$ cat src/rtl/gmii_arbi_pkg.sv
// Shared types and default timing constants for the two-source GMII TX arbiter.
package gmii_arbi_pkg;

    // Arbiter FSM: wait for a request, hand out the grant, forward the frame,
    // then hold the line idle for the inter-frame gap.
    typedef enum logic [1:0] {
        ST_IDLE  = 2'd0,
        ST_GRANT = 2'd1,
        ST_XMIT  = 2'd2,
        ST_IFG   = 2'd3
    } arbi_state_e;

    // Idle cycles forced between granted frames.
    localparam int unsigned IFG_CYC_DEF  = 12;
    // Longest forwarded frame in tx_en-high cycles: preamble + SFD + 1522 bytes.
    localparam int unsigned MAX_LEN_DEF  = 1530;
    // Cycles a granted source may take before it starts driving tx_en.
    localparam int unsigned START_TO_DEF = 64;

    // Width of the frame-length counter; must hold MAX_LEN.
    localparam int unsigned LEN_W = 11;
    // Width of the grant-timeout and IFG counters.
    localparam int unsigned TMR_W = 16;

endpackage

$ cat src/rtl/gmii_tx_arbi.sv
// Two-source GMII transmit arbiter. Picks one requester, forwards its GMII
// enable/data to the shared TX path one cycle later, enforces the maximum
// frame length, a start timeout and the inter-frame gap, and counts frames
// that ended normally.
//
// Handshake: a source raises reqN and holds it until gntN is seen; while gntN
// is high it may start its frame on tx_enN, and the grant ends on the cycle
// after tx_enN falls (or earlier on truncation, timeout or link loss).
module gmii_tx_arbi
    import gmii_arbi_pkg::*;
#(
    parameter int unsigned IFG_CYC  = IFG_CYC_DEF,
    parameter int unsigned MAX_LEN  = MAX_LEN_DEF,
    parameter int unsigned START_TO = START_TO_DEF
) (
    input  logic        clk,
    input  logic        rst_n,
    input  logic        link,
    input  logic        req0,
    input  logic        req1,
    output logic        gnt0,
    output logic        gnt1,
    input  logic        tx_en0,
    input  logic        tx_en1,
    input  logic [7:0]  txd0,
    input  logic [7:0]  txd1,
    output logic        gmii_tx_en,
    output logic [7:0]  gmii_txd,
    output logic        trunc_err,
    output logic        to_err,
    output logic [15:0] frame_cnt0,
    output logic [15:0] frame_cnt1
);

    localparam logic [TMR_W-1:0] TO_LAST  = TMR_W'(START_TO - 1);
    localparam logic [TMR_W-1:0] IFG_LAST = TMR_W'(IFG_CYC - 1);
    localparam logic [LEN_W-1:0] LEN_MAX  = LEN_W'(MAX_LEN);

    arbi_state_e      state_q, state_d;
    logic             sel_q, sel_d;     // selected source
    logic             last_q, last_d;   // source granted most recently
    logic [LEN_W-1:0] len_q, len_d;
    logic [TMR_W-1:0] to_cnt_q, to_cnt_d;
    logic [TMR_W-1:0] ifg_cnt_q, ifg_cnt_d;
    logic             out_en_q, out_en_d;
    logic [7:0]       out_d_q, out_d_d;
    logic             trunc_q, to_q;
    logic [15:0]      cnt0_q, cnt0_d;
    logic [15:0]      cnt1_q, cnt1_d;

    logic             ev_start, ev_done, ev_trunc, ev_tmo;
    logic             gnt_act;

    // Only the selected source is ever looked at.
    logic             tx_en_sel;
    logic [7:0]       txd_sel;
    assign tx_en_sel = sel_q ? tx_en1 : tx_en0;
    assign txd_sel   = sel_q ? txd1   : txd0;

    // State register and all datapath registers; reset wins over everything.
    always_ff @(posedge clk) begin
        if (!rst_n) begin
            state_q   <= ST_IDLE;
            sel_q     <= 1'b0;
            last_q    <= 1'b1;
            len_q     <= '0;
            to_cnt_q  <= '0;
            ifg_cnt_q <= '0;
            out_en_q  <= 1'b0;
            out_d_q   <= 8'h00;
            trunc_q   <= 1'b0;
            to_q      <= 1'b0;
            cnt0_q    <= '0;
            cnt1_q    <= '0;
        end else begin
            state_q   <= state_d;
            sel_q     <= sel_d;
            last_q    <= last_d;
            len_q     <= len_d;
            to_cnt_q  <= to_cnt_d;
            ifg_cnt_q <= ifg_cnt_d;
            out_en_q  <= out_en_d;
            out_d_q   <= out_d_d;
            trunc_q   <= ev_trunc;
            to_q      <= ev_tmo;
            cnt0_q    <= cnt0_d;
            cnt1_q    <= cnt1_d;
        end
    end

    // Next state, source selection and the frame events that drive counters.
    always_comb begin
        state_d  = state_q;
        sel_d    = sel_q;
        last_d   = last_q;
        ev_start = 1'b0;
        ev_done  = 1'b0;
        ev_trunc = 1'b0;
        ev_tmo   = 1'b0;
        if (!link) begin
            // Losing the link abandons any frame and parks in the gap state.
            state_d = ST_IFG;
        end else begin
            case (state_q)
                ST_IDLE: begin
                    if (req0 || req1) begin
                        state_d = ST_GRANT;
                        sel_d   = (req0 && req1) ? ~last_q : req1;
                        last_d  = sel_d;
                    end
                end
                ST_GRANT: begin
                    if (tx_en_sel) begin
                        state_d  = ST_XMIT;
                        ev_start = 1'b1;
                    end else if (to_cnt_q == TO_LAST) begin
                        state_d = ST_IFG;
                        ev_tmo  = 1'b1;
                    end
                end
                ST_XMIT: begin
                    if (!tx_en_sel) begin
                        state_d = ST_IFG;
                        ev_done = 1'b1;
                    end else if (len_q == LEN_MAX) begin
                        state_d  = ST_IFG;
                        ev_trunc = 1'b1;
                    end
                end
                ST_IFG: begin
                    if (ifg_cnt_q == IFG_LAST) begin
                        state_d = ST_IDLE;
                    end
                end
                default: state_d = ST_IDLE;
            endcase
        end
    end

    // Grant decode, registered GMII forwarding and counter next values.
    always_comb begin
        gnt_act = (state_q == ST_GRANT) || (state_q == ST_XMIT);
        gnt0    = gnt_act && !sel_q;
        gnt1    = gnt_act && sel_q;

        // Entering or staying in XMIT already implies the source's tx_en is high.
        out_en_d = (state_d == ST_XMIT);
        out_d_d  = out_en_d ? txd_sel : 8'h00;

        if (ev_start) begin
            len_d = LEN_W'(1);
        end else if ((state_q == ST_XMIT) && (state_d == ST_XMIT)) begin
            len_d = len_q + 1'b1;
        end else begin
            len_d = '0;
        end

        to_cnt_d  = ((state_q == ST_GRANT) && (state_d == ST_GRANT)) ? to_cnt_q + 1'b1 : '0;
        // While the link is down the gap restarts, so it is timed from link-up.
        ifg_cnt_d = ((state_q == ST_IFG) && (state_d == ST_IFG) && link) ? ifg_cnt_q + 1'b1 : '0;

        cnt0_d = (ev_done && !sel_q) ? cnt0_q + 1'b1 : cnt0_q;
        cnt1_d = (ev_done && sel_q)  ? cnt1_q + 1'b1 : cnt1_q;

        gmii_tx_en = out_en_q;
        gmii_txd   = out_d_q;
        trunc_err  = trunc_q;
        to_err     = to_q;
        frame_cnt0 = cnt0_q;
        frame_cnt1 = cnt1_q;
    end

endmodule

$ cat config.mk
export PLATFORM = sky130hd
export DESIGN_NAME = gmii_tx_arbi
export DESIGN_NICKNAME = d
export VERILOG_FILES = /design/src/rtl/gmii_arbi_pkg.sv /design/src/rtl/gmii_tx_arbi.sv
export SDC_FILE = /design/constraint.sdc
export NUM_CORES = 1
export LEC_CHECK = 0
export ABC_AREA = 1
export CAP_MARGIN = 10
export CORE_ASPECT_RATIO = 1.1
export CORE_MARGIN = 3
export CORE_UTILIZATION = 46
export CTS_BUF_LIST = sky130_fd_sc_hd__clkbuf_4 sky130_fd_sc_hd__clkbuf_8
export DETAILED_ROUTE_END_ITERATION = 6
export PLACE_DENSITY_LB_ADDON = 0.25
export SYNTH_ARGS = -nofsm -noshare
export SYNTH_HDL_FRONTEND = slang
export SYNTH_SLANG_ARGS = --single-unit
$ cat constraint.sdc
create_clock -name clk -period 5.56 [get_ports clk]
set_input_delay 0.556 -clock clk [delete_from_list [all_inputs] [get_ports clk]]
set_output_delay 0.556 -clock clk [all_outputs]
set_load 0.005 [all_outputs]
=== Word-level counts from Yosys, hierarchy flattened ===
Cells that the tools add are included.

* $add $sub $neg: 5
* Equal/unequal tests: 9
* Reductions and logical operators: 20
* Bitwise logic cells: 5
* Multiplexer cells: 21

{| class="wikitable"
|+ Operators with widths
! kind !! count
|-
| 16-bit by 1-bit adder with 16-bit output (second input constant) || 4
|-
| 16-bit by 4-bit == test with 1-bit output (second input constant) || 1
|-
| 16-bit by 6-bit == test with 1-bit output (second input constant) || 1
|-
| 2-bit 2-to-1 mux || 7
|-
| 1-bit 2-to-1 mux || 12
|-
| 11-bit by 1-bit adder with 11-bit output (second input constant) || 1
|-
| 11-bit == test (second input constant) || 1
|-
| 1-bit logical AND || 9
|-
| 2-bit == test (second input constant) || 4
|-
| 8-bit 2-to-1 mux || 1
|-
| 2-bit one-hot mux with 4 select lines || 1
|-
| 2-bit AND reduction || 3
|-
| 1-bit NOT || 5
|-
| 2-bit by 1-bit == test with 1-bit output (second input constant) || 2
|-
| 4-bit AND reduction || 1
|-
| 4-bit OR reduction || 1
|-
| 3-bit AND reduction || 1
|-
| 3-bit OR reduction || 1
|-
| 2-bit logical NOT || 1
|-
| 1-bit logical OR || 2
|-
| 1-bit logical NOT || 1
|}

* Output and inout port bits: 45
* Input bits: 23
* Flip-flop bits (word level): 90

=== Longest topological paths before layout ===
Gate-level depths: netlist of run 1.

* Depth after elaboration: 9
* Mapped depth: 15
* Mapped depth without buffers: 14

=== Worst setup path before layout of run 1 ===
Ideal clock, no wire load.

* Kind: register to register
* Start point: register state_q[0]
* End point: register ifg_cnt_q[5]
* Required time: 5.444 ns
* Path slack: 3.782 ns
* Arrival: 1.662 ns
* Buffers on the path: 1
* Library setup time: 0.116 ns
* Stages on the path, launching flop included: 12
* Cells stage by stage: dfxtp_1 -> inv_1 -> ha_1 -> inv_1 -> o21ai_1 -> a21oi_1 -> nor2_1 -> a21oi_2 -> inv_1 -> nand3_2 -> buf_6 -> nor2_1

* Cells in the longest elaborated chain, start to end: 8

{| class="wikitable"
|+ RTL lines
! element !! line !! text
|-
| start, declared || gmii_tx_arbi.sv:39 || <nowiki>arbi_state_e state_q, state_d;</nowiki>
|-
| start signal, assigned || gmii_tx_arbi.sv:76 || <nowiki>state_q <= state_d;</nowiki>
|-
| 2-bit 2-to-1 mux (on tied branches) || gmii_tx_arbi.sv:125, gmii_tx_arbi.sv:116 ||
|-
| 2-bit 2-to-1 mux (on tied branches) || gmii_tx_arbi.sv:122, gmii_tx_arbi.sv:113 ||
|-
| 2-bit one-hot mux with 4 select lines || gmii_tx_arbi.sv:104 || <nowiki>case (state_q)</nowiki>
|-
| 2-bit 2-to-1 mux || gmii_tx_arbi.sv:100 || <nowiki>if (!link) begin</nowiki>
|-
| 2-bit == test || gmii_tx_arbi.sv:160 || <nowiki>ifg_cnt_d = ((state_q == ST_IFG) && (state_d == ST_IFG) && link) ? ifg_cnt_q + 1'b1 : '0;</nowiki>
|-
| 1-bit logical AND * (2 in a row) || gmii_tx_arbi.sv:160 ||
|-
| 2-bit AND reduction (no line) * || - ||
|-
| end signal, assigned || gmii_tx_arbi.sv:81 || <nowiki>ifg_cnt_q <= ifg_cnt_d;</nowiki>
|-
| end, declared || gmii_tx_arbi.sv:44 || <nowiki>logic [TMR_W-1:0] ifg_cnt_q, ifg_cnt_d;</nowiki>
|}

Mark *: on every way between the ends. The rest lies on a longest branch, timed or not.
A chain may end at the register's enable or synchronous reset.

=== Worst setup path in the final report of run 1 ===
* Start point: register state_q[1]
* End point: output port gnt0

* Cells in the longest elaborated chain, start to end: 3

{| class="wikitable"
|+ RTL lines
! element !! line !! text
|-
| 2-bit by 1-bit == test with 1-bit output or 2-bit == test (tied branches) || gmii_tx_arbi.sv:142 || <nowiki>gnt_act = (state_q == ST_GRANT) || (state_q == ST_XMIT);</nowiki>
|-
| 1-bit logical OR * || gmii_tx_arbi.sv:142 ||
|-
| 1-bit logical AND * || gmii_tx_arbi.sv:143 || <nowiki>gnt0 = gnt_act && !sel_q;</nowiki>
|-
| end, declared || gmii_tx_arbi.sv:21 || <nowiki>output logic gnt0,</nowiki>
|}

Marked as above.

==> flow_metrics.py, run 1 <==
metrics = {
    "status": {
        "status": "finished, final reports clean",
    },
    "worst_setup_path": {
        "worstPathRequired_ns": 5.00,
        "crit_path_max_fanout": 6,
        "crit_start": "state_q[1]$_SDFF_PN0_",
        "r2r-end": "frame_cnt1[14]$_SDFFE_PN0P_",
        "cp_data_arrival_time_ns": 1.91,
        "r2r_setup_slack_ns": 3.35,
        "startpoint_type": "flip-flop",
        "rr_startpoint": "sel_q$_SDFFE_PN0P_",
        "critPathKind": "reg -> out",
        "cp-end-kind": "output port",
        "r2r_cells": 11,
    },
    "synthesis": {
        "ys_ff_latch": 90,
        "async_reset_ff_frac": 0,
        "synth_cells": 539,
        "yosysMostFrequentCell": "nor2_1",
        "synth_top_area_cell": "dfxtp_1",
        "synth_area_mm2": 0.00411,
        "syn_avg_cell_area_um2": 7.62,
        "synth.top_cells.by_count": "nor2_1 (94), nand2_1 (93), dfxtp_1 (90)",
        "syn-num-nets": 573,
        "synth-simple-area-share": 0.299,
        "yosys_warnings": 0,
        "synth_compound_area_frac": 0.0667,
        "ys.flop_type": "dfxtp_1",
        "synth_xor_area_frac": 0.0917,
        "muxShareOfSynthArea": 0,
        "synthTopCellsByArea": "dfxtp_1 (44%), nor2_1 (8.6%), nand2_1 (8.5%)",
        "netlist-cell-type-count": 35,
        "synthAdderAreaFrac": 0.0335,
        "synth-seq-area-share": 0.438,
        "synth-edff-count": 0,
        "synth_top_area_frac": 0.438,
        "synth_top_family_by_area": "simple AND/OR/NAND/NOR gates",
    },
    "clock_network": {
        "root_buffer": "clkbuf_8",
        "cts_tree": "built",
        "cts.sinks": 90,
        "clk_latency_ns": 0.35,
        "cts_hold_buf": 0,
        "cts-htree-levels": 3,
        "post_cts_buffers": 0,
        "clock_path_buffers": 2,
        "clkTransAtPathRegs_ns": 0.08,
        "tritoncts.num_buffers": 9,
        "ctsResizeCount": 0,
    },
    "hold_path": {
        "holdPathStages": 1,
        "min_to": "ifg_cnt_q[0]$_SDFF_PN0_",
        "hold_start": "ifg_cnt_q[0]$_SDFF_PN0_",
        "hp-class": "reg -> reg",
    },
    "placed_design": {
        "numPortBuffers": 67,
        "gp_congestion": 0.908,
        "pre_cts_ws_ns": 3.09,
        "place_hpwl_um": 6400,
    },
    "cells_and_area": {
        "drive_gt1_frac": 0.0633,
        "final_net_count": 645,
        "n_antenna_cell": 0,
        "area_growth_pct": 24.3,
    },
    "sta": {
        "final-hold-violation-count": 0,
        "finalSetupViolations": 0,
        "finalWorstSetupSlack_ns": 3.10,
        "fmax_mhz": 406,
        "clock_skew_ns": 0.0125,
        "final.setup.tns_ns": 0,
        "min_period_over_period": 0.443,
        "drv_slew": 0,
        "worst_pin_slew_ns": 0.772,
        "rsz0062_at_grt": "no",
        "min_period_ns": 2.46,
        "max_slew_margin": 0.485,
    },
    "detailed_routing": {
        "drc": 0,
        "ant_nets": 0,
        "wirelength_um": 8690,
        "vias": 3565,
        "firstDrtPassIters": 4,
        "viasPerCell": 4.90,
        "drtIter0Drc": 177,
        "wl_per_cell_um": 12.0,
    },
    "global_route": {
        "grt_pass1_wl_um": 15200,
        "grt_max_degree": 23,
        "grt.total_usage": 0.185,
        "grt_pass1_vias": 3506,
        "gr-total-overflow": 0,
        "antenna_found_initial": 0,
    },
    "die": {
        "placementRows": 35,
        "start_util": 0.481,
        "die_w_um": 96.1,
        "dieArea_mm2": 0.0101,
        "io_pins": 68,
        "core_mm2": 0.00854,
        "die_h_um": 105,
    },
    "power": {
        "power_density_mw_per_mm2": 236,
        "ir_drop_v": 0.000110,
        "leakage_nw": 1.87,
    },
    "flow_run": {
        "drv_cap": 0,
    },
}
[per-stage QoR]
stage / hold WS, ns / util / instances / cell area (µm²) / total power, W
finish: 0.451 / 0.598 / 727 / 5110 / 0.00121
global route: 0.479 / 0.598 / 727 / 5110 / 0.00126
CTS: 0.457 / 0.598 / 727 / 5110 / 0.00122
detailed placement: 0.437 / 0.572 / 711 / 4890 / 0.000747
global placement: 0.426 / 0.572 / 711 / 4890 / 0.000745
floorplan: 0.418 / - / 539 / 4110 / 0.000711
[cells by family after synthesis]
| kind of cell | count (synthesis) |
|---|---|
| buffers and inverters | 74 |
| XOR/XNOR | 43 |
| AND/OR/NAND/NOR | 269 |
| adder cells (fa/ha/maj) | 11 |
| flip-flops | 90 |
| AO/OA/AOI/OAI | 52 |
[flip-flops by register name (all words and copies together), names as in the netlist, 2 cells and up]
register / cells
frame_cnt0: 16
frame_cnt1: 16
ifg_cnt_q: 16
to_cnt_q: 16
len_q: 11
gmii_txd: 8
state_q: 2
[cell type report]
class | count | area (µm²)
fill | 787 | 3430
clock inverter | 3 | 46.3
clock buffer | 13 | 173
tap | 111 | 139
sequential | 90 | 1800
inverter | 67 | 253
timing repair buffer | 68 | 678
multi-input combinational | 375 | 2020
[worst max-delay path, cell delays in order (launching register included)]
cell	delay, ns
dfxtp_1	0.44
inv_1	0.12
ha_1	0.31
inv_1	0.04
nor2_1	0.12
clkdlybuf4s50_1	0.53
[cell usage in the layout (no fill, tap or decap), types with 5 or more instances in the layout]
cell type,n
o21ai_0,13
nand4_1,11
ha_1,11
inv_1,64
a21oi_1,30
nand2_1,93
dfxtp_1,90
xor2_1,29
nor3_1,16
clkbuf_8,12
nand3_1,26
nand2_2,5
nor2_1,94
clkdlybuf4s50_1,67
xnor2_1,14
[worst max path at each step]
stage / end / slack, ns / depth (start not counted)
after floorplan: ifg_cnt_q[5]$_SDFF_PN0_ / 3.78 / 11
after global placement: ifg_cnt_q[6]$_SDFF_PN0_ / 3.17 / 10
after detailed placement: frame_cnt1[14]$_SDFFE_PN0P_ / 3.09 / 10
after CTS: gnt0 / 3.08 / 5
after global routing: gnt0 / 2.95 / 5
final: gnt0 / 3.10 / 5
[power by group]
group          switching [W]  internal, W  leakage [nW]
Clock               0.000223     0.000251         0.109
Combinational      0.0000413    0.0000356          1.03
Sequential        0.00000520     0.000650         0.726
Total               0.000270     0.000936          1.87
[metal layers]
layer	GRT usage	vias up	wire length, µm	part of all wire
li1	-	1856	-	-
met2	0.303	66	4280	0.49
met3	0.0504	10	359	0.041
met5	0	-	0	0
met4	0.0549	0	144	0.017
met1	0.234	1633	3910	0.45
Power figures use the tool's default switching activity.
==> inputs of run 2 (changes only) <==
==> constraint.sdc (replaced) <==
create_clock -name clk -period 2.5 [get_ports clk]
set_input_delay 0.25 -clock clk [delete_from_list [all_inputs] [get_ports clk]]
set_output_delay 0.25 -clock clk [all_outputs]
set_load 0.005 [all_outputs]
==> run 2 against run 1 <==
Effect of this change:
- count of clock-buffer cells in the layout is 1 lower
- largest cell class unchanged
- register-to-register slack worse by 3.0 ns
- clock skew down 0.0056 ns
- critical path depth unchanged
- final area is 0.47% lower
- hold slack lost 0.0021 ns
- global-route usage fell by 0.72 points
- critical endpoint unchanged
==> flow_metrics.py, run 2 (same netlist as run 1, synthesis figures left out) <==
metrics = {
    "status": {
        "status": "finished, final reports clean",
    },
    "sta": {
        "final.setup.tns_ns": 0,
        "worst_pin_slew_ns": 0.509,
        "max_slew_margin": 0.658,
        "clock_skew_ns": 0.00693,
        "final-hold-violation-count": 0,
        "fmax_mhz": 458,
        "rsz0062_at_grt": "no",
        "min_period_ns": 2.18,
        "finalSetupViolations": 0,
        "drv_slew": 0,
        "finalWorstSetupSlack_ns": 0.317,
        "min_period_over_period": 0.873,
    },
    "power": {
        "ir_drop_v": 0.000326,
        "power_density_mw_per_mm2": 497,
        "leakage_nw": 1.86,
    },
    "global_route": {
        "grt_pass1_vias": 3413,
        "grt_pass1_wl_um": 14700,
        "grt_max_degree": 21,
        "antenna_found_initial": 0,
        "gr-total-overflow": 0,
        "grt.total_usage": 0.178,
    },
    "cells_and_area": {
        "n_antenna_cell": 0,
        "area_growth_pct": 23.7,
        "drive_gt1_frac": 0.0663,
        "fillerInstances": 778,
        "final_common_cell": "nor2_1",
        "layout_common_cells": "nor2_1 (94), nand2_1 (93), dfxtp_1 (90)",
        "final_net_count": 647,
    },
    "detailed_routing": {
        "wirelength_um": 8530,
        "firstDrtPassIters": 4,
        "drtIter0Drc": 129,
        "viasPerCell": 4.91,
        "drc": 0,
        "ant_nets": 0,
        "vias": 3582,
        "wl_per_cell_um": 11.7,
    },
    "clock_network": {
        "root_buffer": "clkbuf_8",
        "post_cts_buffers": 0,
        "tritoncts.num_buffers": 9,
        "clock_path_buffers": 2,
        "clkTransAtPathRegs_ns": 0.08,
        "clk_latency_ns": 0.35,
        "ctsResizeCount": 0,
        "cts_hold_buf": 0,
        "cts.sinks": 90,
        "cts_tree": "built",
        "cts-htree-levels": 3,
    },
    "placed_design": {
        "gp_congestion": 0.914,
        "numPortBuffers": 67,
        "place_hpwl_um": 6380,
        "pre_cts_ws_ns": 0.387,
    },
    "worst_setup_path": {
        "r2r-end": "gmii_txd[0]$_SDFF_PN0_",
        "critPathKind": "reg -> out",
        "crit_slowest_cell": "clkdlybuf4s50_1",
        "worstPathRequired_ns": 2.25,
        "rr_startpoint": "state_q[0]$_SDFF_PN0_",
        "critical_path.cell_chain": "inv_1, ha_1, inv_1, nor2_1, clkdlybuf4s50_1",
        "crit_start": "state_q[1]$_SDFF_PN0_",
        "startpoint_type": "flip-flop",
        "cp-end-kind": "output port",
        "r2r_setup_slack_ns": 0.35,
        "crit_path_max_fanout": 6,
        "crit_end": "gnt0",
        "cp_data_arrival_time_ns": 1.93,
        "r2r_cells": 9,
        "crit_path_max_incr_delay_ns": 0.53,
        "worst_path_most_repeated_cell": "inv_1",
    },
    "die": {
        "io_pins": 68,
        "core_mm2": 0.00854,
        "start_util": 0.481,
        "placementRows": 35,
        "dieArea_mm2": 0.0101,
        "die_w_um": 96.1,
        "die_h_um": 105,
    },
    "flow_run": {
        "drv_cap": 0,
    },
    "hold_path": {
        "hp-class": "reg -> reg",
    },
}
-- run 2: per-layer routing --
metal,share of wire,wire [µm],vias up,track usage
met3,0.045,385,14,0.0410
met4,0.017,144,0,0.0630
li1,-,-,1864,-
met5,0,0,-,0
met2,0.48,4140,71,0.295
met1,0.45,3870,1633,0.222
-- run 2: final cells by class --
type                       count  area, µm²  share of cell area
sequential                    90       1800               0.355
multi-input combinational    375       2020               0.397
clock inverter                 4       27.5             0.00542
clock buffer                  12        153              0.0300
timing repair buffer          70        693               0.136
tap                          111        139              0.0273
inverter                      67        253              0.0497
-- run 2: critical path: cells and delay by family, from the launching register on --
| family | cells | cell delay, ns |
|---|---|---|
| DFF | 1 | 0.44 |
| buffers and inverters | 3 | 0.70 |
| adders and majority gates | 1 | 0.32 |
| and+or+nand+nor | 1 | 0.13 |
-- run 2: worst min-delay path by stage --
stage	startpoint	end	slack (ns)	depth (start not counted)
finish	ifg_cnt_q[0]$_SDFF_PN0_	ifg_cnt_q[0]$_SDFF_PN0_	0.45	1
global route	txd0[0]	gmii_txd[0]$_SDFF_PN0_	0.44	3
CTS	txd0[1]	gmii_txd[1]$_SDFF_PN0_	0.44	3
detailed placement	to_cnt_q[0]$_SDFF_PN0_	to_cnt_q[0]$_SDFF_PN0_	0.44	1
global placement	ifg_cnt_q[0]$_SDFF_PN0_	ifg_cnt_q[0]$_SDFF_PN0_	0.42	1
floorplan	txd0[0]	gmii_txd[0]$_SDFF_PN0_	0.39	2
-- run 2: metrics by stage --
stage | area, µm² | hold slack, ns | total power [W] | util | instances
2_1_floorplan | 4110 | 0.395 | 0.00158 | - | 539
3_3_place_gp | 4900 | 0.424 | 0.00166 | 0.574 | 713
3_5_place_dp | 4900 | 0.439 | 0.00166 | 0.574 | 713
4_1_cts | 5080 | 0.444 | 0.00256 | 0.595 | 729
5_1_grt | 5080 | 0.445 | 0.00265 | 0.595 | 729
6_report | 5080 | 0.449 | 0.00253 | 0.595 | 729
-- run 2: where the power goes --
part           switching, W  leakage, nW  internal (W)  total, W
logic             0.0000947         1.04     0.0000811  0.000176
registers        0.00000994        0.726       0.00144   0.00145
clock network      0.000486       0.0972      0.000411  0.000897
==> inputs of run 3 (changes only) <==
--- a/config.mk
+++ b/config.mk
@@ -7,11 +7,12 @@
 export LEC_CHECK = 0
 export ABC_AREA = 1
 export CAP_MARGIN = 10
-export CORE_ASPECT_RATIO = 1.1
+export CORE_ASPECT_RATIO = 0.75
 export CORE_MARGIN = 3
-export CORE_UTILIZATION = 46
+export CORE_UTILIZATION = 45
 export CTS_BUF_LIST = sky130_fd_sc_hd__clkbuf_4 sky130_fd_sc_hd__clkbuf_8
 export DETAILED_ROUTE_END_ITERATION = 6
+export DONT_BUFFER_PORTS = 1
 export PLACE_DENSITY_LB_ADDON = 0.25
 export SYNTH_ARGS = -nofsm -noshare
 export SYNTH_HDL_FRONTEND = slang
==> run 3 against run 2 <==
Effect of this change:
- sequential power hardly changed
- worst setup slack better by 0.081 ns
- sequential cell count is the same
- clock power rose by 25%
- largest power group unchanged
- core utilization decreased by 7.9 points
==> flow_metrics.py, run 3 (same netlist as run 1, synthesis figures left out) <==
metrics = {
    "detailed_routing": {
        "vias": 3321,
        "viasPerCell": 5.03,
        "firstDrtPassIters": 4,
        "wirelength_um": 8360,
        "ant_nets": 0,
        "drtIter0Drc": 181,
        "wl_per_cell_um": 12.7,
        "drc": 0,
    },
    "clock_network": {
        "cts_tree": "built",
        "clock_path_buffers": 2,
        "clkTransAtPathRegs_ns": 0.08,
        "tritoncts.num_buffers": 9,
        "cts.sinks": 90,
        "cts-htree-levels": 3,
        "cts_hold_buf": 1,
        "clk_latency_ns": 0.37,
        "ctsResizeCount": 0,
        "post_cts_buffers": 0,
        "root_buffer": "clkbuf_8",
    },
    "placed_design": {
        "numPortBuffers": 0,
        "gp_congestion": 0.848,
        "place_hpwl_um": 6100,
    },
    "worst_setup_path": {
        "cp_top_family": "compound AO/OA/AOI/OAI gates",
        "cp_data_arrival_time_ns": 2.39,
        "worstPathRequired_ns": 2.79,
        "cp-end-kind": "flip-flop",
        "crit_slowest_cell": "dfxtp_1",
        "worstPathBufferInverterCount": 2,
        "startpoint_type": "flip-flop",
        "critPathKind": "reg -> reg",
        "critical_path.cell_chain": "inv_1, ha_1, inv_1, o21ai_1, a21oi_1, nor2_1, a21oi_2, nand2_1, a21oi_1",
        "crit_path_max_fanout": 9,
        "crit_path_max_incr_delay_ns": 0.39,
    },
    "cells_and_area": {
        "area_growth_pct": 8.95,
        "n_antenna_cell": 0,
        "layout_common_cells": "nor2_1 (94), nand2_1 (93), dfxtp_1 (90)",
        "fin_util": 0.516,
        "drive_gt1_frac": 0.0707,
        "fillerInstances": 827,
        "final_net_count": 582,
        "final_common_cell": "nor2_1",
    },
    "die": {
        "die_w_um": 116,
        "dieArea_mm2": 0.0103,
        "die_h_um": 88.8,
        "start_util": 0.474,
        "core_mm2": 0.00867,
        "placementRows": 29,
        "io_pins": 68,
    },
    "sta": {
        "clock_skew_ns": 0.0120,
        "min_period_ns": 2.10,
        "finalSetupViolations": 0,
        "worst_pin_slew_ns": 0.450,
        "final.setup.tns_ns": 0,
        "min_period_over_period": 0.841,
        "final-hold-violation-count": 0,
        "max_slew_margin": 0.699,
        "fmax_mhz": 476,
        "rsz0062_at_grt": "no",
        "drv_slew": 0,
    },
    "global_route": {
        "grt_pass1_wl_um": 13900,
        "gr-total-overflow": 0,
        "antenna_found_initial": 0,
        "grt_pass1_vias": 3110,
        "grt.total_usage": 0.171,
        "grt_max_degree": 23,
    },
    "power": {
        "p_sw_frac": 0.213,
        "leakage_nw": 1.65,
        "p_int_w": 0.00212,
        "seqPwrFrac": 0.541,
        "power_density_mw_per_mm2": 601,
        "ir_drop_v": 0.000299,
        "clockPowerShare": 0.415,
        "power.share.combinational": 0.044,
        "p_sw_w": 0.000573,
    },
    "hold_path": {
        "hp-class": "in -> reg",
    },
    "flow_run": {
        "drv_cap": 0,
    },
    "status": {
        "status": "finished, final reports clean",
    },
}
run 3: cell types whose count changed in the layout (fill, tap and decap cells not counted), moves of 2 or more:
cell,change
clkdlybuf4s50_1,-67
bufinv_16,+2
clkinv_2,-2
clkinv_4,-2
dlygate4sd3_1,+3
run 3: path summary, 6_finish.rpt:
| check | slack [ns] | from | depth (start not counted) | endpoint |
|---|---|---|---|---|
| worst max-delay path | 0.40 | state_q[0]$_SDFF_PN0_ | 9 | gmii_txd[5]$_SDFF_PN0_ |
| worst min register to register | 0.45 | to_cnt_q[0]$_SDFF_PN0_ | 1 | to_cnt_q[0]$_SDFF_PN0_ |
| worst max register to register | 0.40 | state_q[0]$_SDFF_PN0_ | 9 | gmii_txd[5]$_SDFF_PN0_ |
| worst min-delay path | 0.02 | txd0[2] | 2 | gmii_txd[2]$_SDFF_PN0_ |
run 3: worst register-to-register path: stages (launching register included):
cell	delay, ns
dfxtp_1	0.39
inv_1	0.11
ha_1	0.25
inv_1	0.16
o21ai_1	0.11
a21oi_1	0.12
nor2_1	0.06
a21oi_2	0.31
nand2_1	0.30
a21oi_1	0.21
run 3: metal layers:
layer / wire length, µm / up-vias / global-route usage
met5: 0 / - / 0
met4: 84 / 0 / 0.0622
met3: 722 / 7 / 0.0656
met2: 3630 / 89 / 0.261
met1: 3920 / 1501 / 0.220
li1: - / 1724 / -
run 3: metrics by stage:
| step | total power [W] | hold slack (ns) | setup WS (ns) | instance area, µm² | instances |
|---|---|---|---|---|---|
| 3_5_place_dp | 0.00160 | 0.353 | 0.449 | 4220 | 642 |
| 2_1_floorplan | 0.00158 | 0.395 | 0.722 | 4110 | 539 |
| 4_1_cts | 0.00272 | 0.00229 | 0.419 | 4460 | 658 |
| 6_report | 0.00269 | 0.0243 | 0.398 | 4480 | 660 |
| 5_1_grt | 0.00280 | 0.00917 | 0.149 | 4480 | 660 |
| 3_3_place_gp | 0.00160 | 0.343 | 0.441 | 4220 | 642 |
run 3: area by class of cell:
| type | count | area [µm²] | share of cell area |
|---|---|---|---|
| Clock buffer | 13 | 166 | 0.0372 |
| Sequential cell | 90 | 1800 | 0.402 |
| Clock inverter | 2 | 60.1 | 0.0134 |
| Inverter | 67 | 253 | 0.0565 |
| Timing Repair Buffer | 5 | 45.0 | 0.0101 |
| Multi-Input combinational cell | 375 | 2020 | 0.450 |
| Tap cell | 108 | 135 | 0.0302 |
run 3: power by group through the flow:
stage | Clock, W | Combinational, W | Sequential [W]
after CTS | 0.00115 | 0.000115 | 0.00146
after global placement | 0 | 0.000109 | 0.00149
after global routing | 0.00121 | 0.000137 | 0.00146
final | 0.00112 | 0.000117 | 0.00146
after detailed placement | 0 | 0.000111 | 0.00149
after floorplan | 0 | 0.0000931 | 0.00149
